===== src/rtl/ph_host_port_pkg.sv =====
// ph_host_port_pkg: shared Tube host-port state encoding, register addresses and status bit positions
package ph_host_port_pkg;
  typedef enum logic [1:0] {EMPTY = 2'd0, FETCH = 2'd1, FULL = 2'd2} state_t;
  localparam logic ADDR_STATUS = 1'b0;
  localparam logic ADDR_DATA   = 1'b1;
  localparam int DA  = 7;
  localparam int IE  = 6;
  localparam int IRQ = 0;
endpackage


===== src/rtl/ph_host_port_if.sv =====
// ph_host_port_if: host bus and upstream FIFO signals of the parasite-to-host data channel
interface ph_host_port_if;
  logic       h_cs_b;
  logic       h_addr;
  logic       h_rdnw;
  logic [7:0] h_din;
  logic [7:0] h_dout;
  logic [7:0] fifo_dout;
  logic       fifo_empty;
  logic       fifo_rd_en;
  logic       h_irq_b;
  logic       h_data_available;
  modport slave (
    input  h_cs_b, h_addr, h_rdnw, h_din, fifo_dout, fifo_empty,
    output h_dout, fifo_rd_en, h_irq_b, h_data_available
  );
  modport master (
    output h_cs_b, h_addr, h_rdnw, h_din, fifo_dout, fifo_empty,
    input  h_dout, fifo_rd_en, h_irq_b, h_data_available
  );
endinterface


===== src/rtl/ph_host_port.sv =====
// ph_host_port: prefetches parasite-to-host FIFO bytes into a holding register and exposes data/status registers plus an interrupt to the host
module ph_host_port
  import ph_host_port_pkg::*;
#(
  parameter logic [7:0] IDLE_DATA   = 8'hAA,
  parameter logic       STATUS_FILL = 1'b0
) (
  input logic           h_phi2,
  input logic           h_rst_b,
  ph_host_port_if.slave bus
);
  state_t     state, state_d;
  logic [7:0] hold, status;
  logic       ie, ie_d, irq_b, rd_en, data_rd, stat_wr;
  logic       unused_din;
  assign data_rd    = ~bus.h_cs_b & (bus.h_addr == ADDR_DATA) & bus.h_rdnw;
  assign stat_wr    = ~bus.h_cs_b & (bus.h_addr == ADDR_STATUS) & ~bus.h_rdnw;
  assign ie_d       = stat_wr ? bus.h_din[IE] : ie;
  assign unused_din = ^{bus.h_din[7], bus.h_din[5:0]};
  always_comb begin
    state_d = state;
    rd_en   = 1'b0;
    case (state)
      EMPTY: begin
        rd_en   = ~bus.fifo_empty;
        state_d = bus.fifo_empty ? EMPTY : FETCH;
      end
      FETCH: state_d = FULL;
      FULL: if (data_rd) begin
        rd_en   = ~bus.fifo_empty;
        state_d = bus.fifo_empty ? EMPTY : FETCH;
      end
      default: state_d = EMPTY;
    endcase
  end
  // irq is computed from next-state values so it lines up with the FULL/ie register updates
  always_ff @(posedge h_phi2 or negedge h_rst_b) begin
    if (!h_rst_b) begin
      state <= EMPTY;
      hold  <= 8'h00;
      ie    <= 1'b0;
      irq_b <= 1'b1;
    end else begin
      state <= state_d;
      ie    <= ie_d;
      irq_b <= ~(ie_d & (state_d == FULL));
      if (state == FETCH) hold <= bus.fifo_dout;
    end
  end
  always_comb begin
    status      = {8{STATUS_FILL}};
    status[DA]  = state == FULL;
    status[IE]  = ie;
    status[IRQ] = ~irq_b;
  end
  assign bus.h_dout = bus.h_cs_b ? 8'h00
                    : bus.h_addr == ADDR_STATUS ? status
                    : state == FULL ? hold : IDLE_DATA;
  assign bus.fifo_rd_en       = rd_en;
  assign bus.h_irq_b          = irq_b;
  assign bus.h_data_available = state == FULL;
endmodule


===== src/flat_wrapper.sv =====
// flat-port wrapper written by rule: the top's interface ports become plain ports
module ph_host_port_flat import ph_host_port_pkg::*;
#(
  parameter logic [7:0] IDLE_DATA   = 8'hAA,
  parameter logic       STATUS_FILL = 1'b0
)
  (h_phi2, h_rst_b, bus_h_cs_b, bus_h_addr, bus_h_rdnw, bus_h_din, bus_fifo_dout, bus_fifo_empty, bus_h_dout, bus_fifo_rd_en, bus_h_irq_b, bus_h_data_available);
  ph_host_port_if bus_i ();
  input logic h_phi2;
  input logic h_rst_b;
  input wire logic [$bits(bus_i.h_cs_b)-1:0] bus_h_cs_b;
  input wire logic [$bits(bus_i.h_addr)-1:0] bus_h_addr;
  input wire logic [$bits(bus_i.h_rdnw)-1:0] bus_h_rdnw;
  input wire logic [$bits(bus_i.h_din)-1:0] bus_h_din;
  input wire logic [$bits(bus_i.fifo_dout)-1:0] bus_fifo_dout;
  input wire logic [$bits(bus_i.fifo_empty)-1:0] bus_fifo_empty;
  output wire logic [$bits(bus_i.h_dout)-1:0] bus_h_dout;
  output wire logic [$bits(bus_i.fifo_rd_en)-1:0] bus_fifo_rd_en;
  output wire logic [$bits(bus_i.h_irq_b)-1:0] bus_h_irq_b;
  output wire logic [$bits(bus_i.h_data_available)-1:0] bus_h_data_available;
  assign bus_i.h_cs_b = bus_h_cs_b;
  assign bus_i.h_addr = bus_h_addr;
  assign bus_i.h_rdnw = bus_h_rdnw;
  assign bus_i.h_din = bus_h_din;
  assign bus_i.fifo_dout = bus_fifo_dout;
  assign bus_i.fifo_empty = bus_fifo_empty;
  assign bus_h_dout = bus_i.h_dout;
  assign bus_fifo_rd_en = bus_i.fifo_rd_en;
  assign bus_h_irq_b = bus_i.h_irq_b;
  assign bus_h_data_available = bus_i.h_data_available;
  ph_host_port #(.IDLE_DATA(IDLE_DATA), .STATUS_FILL(STATUS_FILL)) u_core (.h_phi2(h_phi2), .h_rst_b(h_rst_b), .bus(bus_i));
endmodule

===== config.mk =====
export PLATFORM = sky130hd
export DESIGN_NAME = ph_host_port_flat
export DESIGN_NICKNAME = d
export VERILOG_FILES = /design/src/rtl/ph_host_port_pkg.sv /design/src/rtl/ph_host_port_if.sv /design/src/rtl/ph_host_port.sv /design/src/flat_wrapper.sv
export SDC_FILE = /design/constraint.sdc
export NUM_CORES = 1
export LEC_CHECK = 0
export CORE_MARGIN = 3
export CORE_UTILIZATION = 32
export CTS_CLUSTER_DIAMETER = 30
export DETAILED_ROUTE_END_ITERATION = 10
export PLACE_DENSITY = 0.72
export SLEW_MARGIN = 20
export SYNTH_ARGS = -nofsm -noshare
export SYNTH_HDL_FRONTEND = slang
export SYNTH_SLANG_ARGS = --single-unit

===== constraint.sdc =====
create_clock -name h_phi2 -period 1 [get_ports h_phi2]
set_clock_uncertainty 0.05 [all_clocks]
set_input_delay 0.2 -clock h_phi2 [delete_from_list [all_inputs] [get_ports h_phi2]]
set_output_delay 0.2 -clock h_phi2 [all_outputs]
set_load 0.005 [all_outputs]

==> results of run 1 <==
worst max-delay path by stage:
stage                     from              to  slack (ns)  depth (start not counted)
2_1_floorplan  u_core.state[1]  u_core.hold[0]       -0.17                          3
3_3_place_gp        bus_h_cs_b  bus_fifo_rd_en       -0.93                          5
3_5_place_dp        bus_h_cs_b  bus_fifo_rd_en       -0.95                          5
4_1_cts        u_core.state[0]   bus_h_dout[7]       -0.56                          5
5_1_grt        u_core.state[0]   bus_h_dout[3]       -0.68                          5
6_report       u_core.state[0]   bus_h_dout[3]       -0.63                          5
stage by stage:
step | setup WS (ns) | cells | hold slack (ns) | instance area [um^2] | util, %
finish | -0.630 | 113 | 0.180 | 1120 | 71.0
CTS | -0.560 | 109 | 0.176 | 1030 | 65.6
global placement | -0.927 | 99 | 0.413 | 936 | 59.4
floorplan | -0.172 | 47 | -0.146 | 571 | -
detailed placement | -0.947 | 99 | 0.431 | 936 | 59.4
global route | -0.681 | 113 | 0.184 | 1120 | 71.0
state kept, by name (all words and copies together), names as in the netlist:
| name | count |
|---|---|
| u_core.bus.h_irq_b | 1 |
| u_core.hold | 8 |
| u_core.ie | 1 |
| u_core.state | 2 |
metal layers:
layer	GRT usage [%]	up-vias	part of all wire, %
met2	26.1	15	52
met4	4.84	0	0.76
li1	-	267	-
met3	7.14	2	5.3
met5	0	-	0
met1	20.0	281	41
cell families (layout without fill, tap and decap cells):
family                 Yosys count  after routing  share of synthesized area [%]
AO/OA/AOI/OAI                    9              9                           10.5
AND/OR/NAND/NOR                 15             15                           15.6
flip-flops                      12             12                           53.8
multiplexers                     9              9                           18.1
buffers and inverters            2             52                           2.01
area by class of cell:
type                       count  area (um^2)
multi-input combinational     33          350
sequential                    12          302
inverter                       1         6.26
fill                         114          457
clock buffer                   4         36.3
timing repair buffer          47          405
tap                           16         20.0
layout by cell type, fill, tap and decap left out, types with 2 or more instances in the layout:
cell and n:
buf_4 12, clkdlybuf4s50_1 11, dfrtp_1 11, buf_6 10, buf_2 10, mux2_4 9, o21a_1 3, clkbuf_4 3
a211oi_2 2, and3_1 2, nor2_1 2, dlygate4sd2_1 2
critical path, delay by kind of cell, from the launching register on:
| kind | cells | cell delay (ns) |
|---|---|---|
| and+or+nand+nor | 1 | 0.17 |
| DFF | 1 | 0.40 |
| AOI/OAI and AO/OA | 1 | 0.16 |
| buffers and inverters | 3 | 0.38 |
power by group:
group          internal [mW]  switching [mW]  total, mW
Combinational          0.906           0.495       1.40
Sequential             0.715           0.146      0.861
Clock                  0.222           0.173      0.394
Total                   1.84           0.813       2.66
repair_timing:
| item | 4_1_cts | 5_1_grt |
|---|---|---|
| hold endpoints to repair | 0 | 0 |
| cloned | 1 | 0 |
| buffers inserted | 7 | 4 |
| gates resized for setup | 68 | 16 |
| pin swaps | 4 | 5 |
| setup endpoints to repair | 23 | 23 |
| hold buffers | 0 | 0 |
==> results.py, run 1 <==
metrics = {
    "outcome": {
        "outcome": "finished with violations",
        "failed_checks": "setup timing",
    },
    "routing": {
        "drt_iter0_drc": 6,
        "via_per_inst": 5.00,
        "ant_nets": 0,
        "via_count": 565,
        "drt-pass1-iter-count": 2,
        "wl_per_cell_um": 16.4,
        "drc": 0,
        "drt_wl_total_um": 1850,
    },
    "worst_setup_path": {
        "cp-start-kind": "flop",
        "slowest_stage": "dfrtp_1",
        "cp_data_arrival_time_ns": 1.38,
        "crit_type": "reg2out",
        "r2r_slack_ns": -0.42,
        "rr_worst_depth": 5,
        "worstSetupEndpointType": "primary output",
        "reg2reg_from": "u_core.state[1]",
        "cp_max_fo": 4,
        "crit_chain": "nand2b_4 > buf_4 > buf_6 > o21a_1 > buf_2",
        "timing.rr.end": "u_core.hold[3]",
        "slowest_delay_ns": 0.40,
        "critical_path_required_ns": 0.75,
    },
    "run": {
        "maxCapViolations": 0,
    },
    "placement": {
        "dp_hpwl_um": 1040,
        "gp_congestion": 0.773,
        "io_buffer_count": 25,
    },
    "clock_network": {
        "cts_buffer_depth": 2,
        "clkTransAtPathRegs_ns": 0.08,
        "ctsHtreeMaxLevel": 1,
        "cts_buffers": 3,
        "clock_sinks": 12,
        "cts_tree": "done",
        "clockRootBuffer": "clkbuf_4",
        "worstSkewPairLatency_ns": 0.28,
    },
    "pwr": {
        "powerDensity_nw_per_um2": 2370,
        "p_leak_nw": 0.540,
        "p_total_mw": 2.66,
        "ir_drop_mv": 1.15,
    },
    "floorplan": {
        "io_pins": 33,
        "design.die.area_um2": 2290,
        "start_util_pct": 35.6,
        "rows": 14,
        "core_region_area_um2": 1580,
        "die_x_um": 47.9,
        "die_h_um": 47.9,
    },
    "sta": {
        "maxSlewHeadroom_pct": 88.4,
        "fmax_mhz": 613,
        "slew_violations": 0,
        "worstMarginPinSlew_ns": 0.173,
        "timing.final.ws_setup_ns": -0.630,
        "final.setup.tns_ns": -9.43,
        "fin_crit_ns": 1.63,
        "finalHoldViolations": 0,
        "rsz0062_at_grt": "yes",
        "setup_viol": 22,
        "post-route-period-util_pct": 163,
    },
    "hold_path": {
        "worstHoldPathType": "in2async",
    },
    "logic_synthesis": {
        "synth-seq-cells": 12,
        "synth_fp_nets": 69,
        "synth_area_per_cell_um2": 11.9,
        "synth.top_cell.area_share_pct": 49.1,
        "synth_area_leaders": "dfrtp_1 49%, mux2_1 16%, dfstp_2 4.7%",
        "async_reset_ff_share_pct": 100,
        "yosys_warnings": 0,
        "synth_commonest_cells": "11 x dfrtp_1, 8 x mux2_1, 3 x nor2_1, 3 x o21a_1",
        "synthFlopType": "dfrtp_1",
        "synth-edff-count": 0,
        "seq_area_frac_synth_pct": 53.8,
        "syn_area_um2": 561,
        "yosysUniqueCellTypes": 21,
        "yosysMostFrequentCell": "dfrtp_1",
        "yosysTopAreaCell": "dfrtp_1",
        "syn_inst": 47,
    },
    "grt": {
        "grt_max_degree": 13,
        "grt.total_usage_pct": 16.4,
        "grt_pass1_vias": 527,
        "grt_pass1_wl_um": 2500,
        "grt.overflow.total": 0,
        "antenna_found_initial": 0,
    },
    "final_layout": {
        "drive_above_1_share_pct": 63.9,
        "diodes": 0,
        "final_nets": 120,
        "area.growth.synth_to_final_pct": 99.8,
    },
}
Note: power is estimated with default switching activity, not from simulation.
==> inputs of run 2 (changes only) <==
--- a/config.mk
+++ b/config.mk
@@ -5,6 +5,7 @@
 export SDC_FILE = /design/constraint.sdc
 export NUM_CORES = 1
 export LEC_CHECK = 0
+export CAP_MARGIN = 20
 export CORE_MARGIN = 3
 export CORE_UTILIZATION = 32
 export CTS_CLUSTER_DIAMETER = 30
==> results of run 2 <==
Same layout as run 1: the final DEF is identical, and so are final timing and power.
==> inputs of run 3 (changes only) <==
--- a/config.mk
+++ b/config.mk
@@ -8,10 +8,10 @@
 export CAP_MARGIN = 20
 export CORE_MARGIN = 3
 export CORE_UTILIZATION = 32
-export CTS_CLUSTER_DIAMETER = 30
+export CTS_CLUSTER_DIAMETER = 200
 export DETAILED_ROUTE_END_ITERATION = 10
 export PLACE_DENSITY = 0.72
-export SLEW_MARGIN = 20
+export SLEW_MARGIN = 10
 export SYNTH_ARGS = -nofsm -noshare
 export SYNTH_HDL_FRONTEND = slang
 export SYNTH_SLANG_ARGS = --single-unit
==> results of run 3 <==
Same layout as run 1: the final DEF is identical, and so are final timing and power.
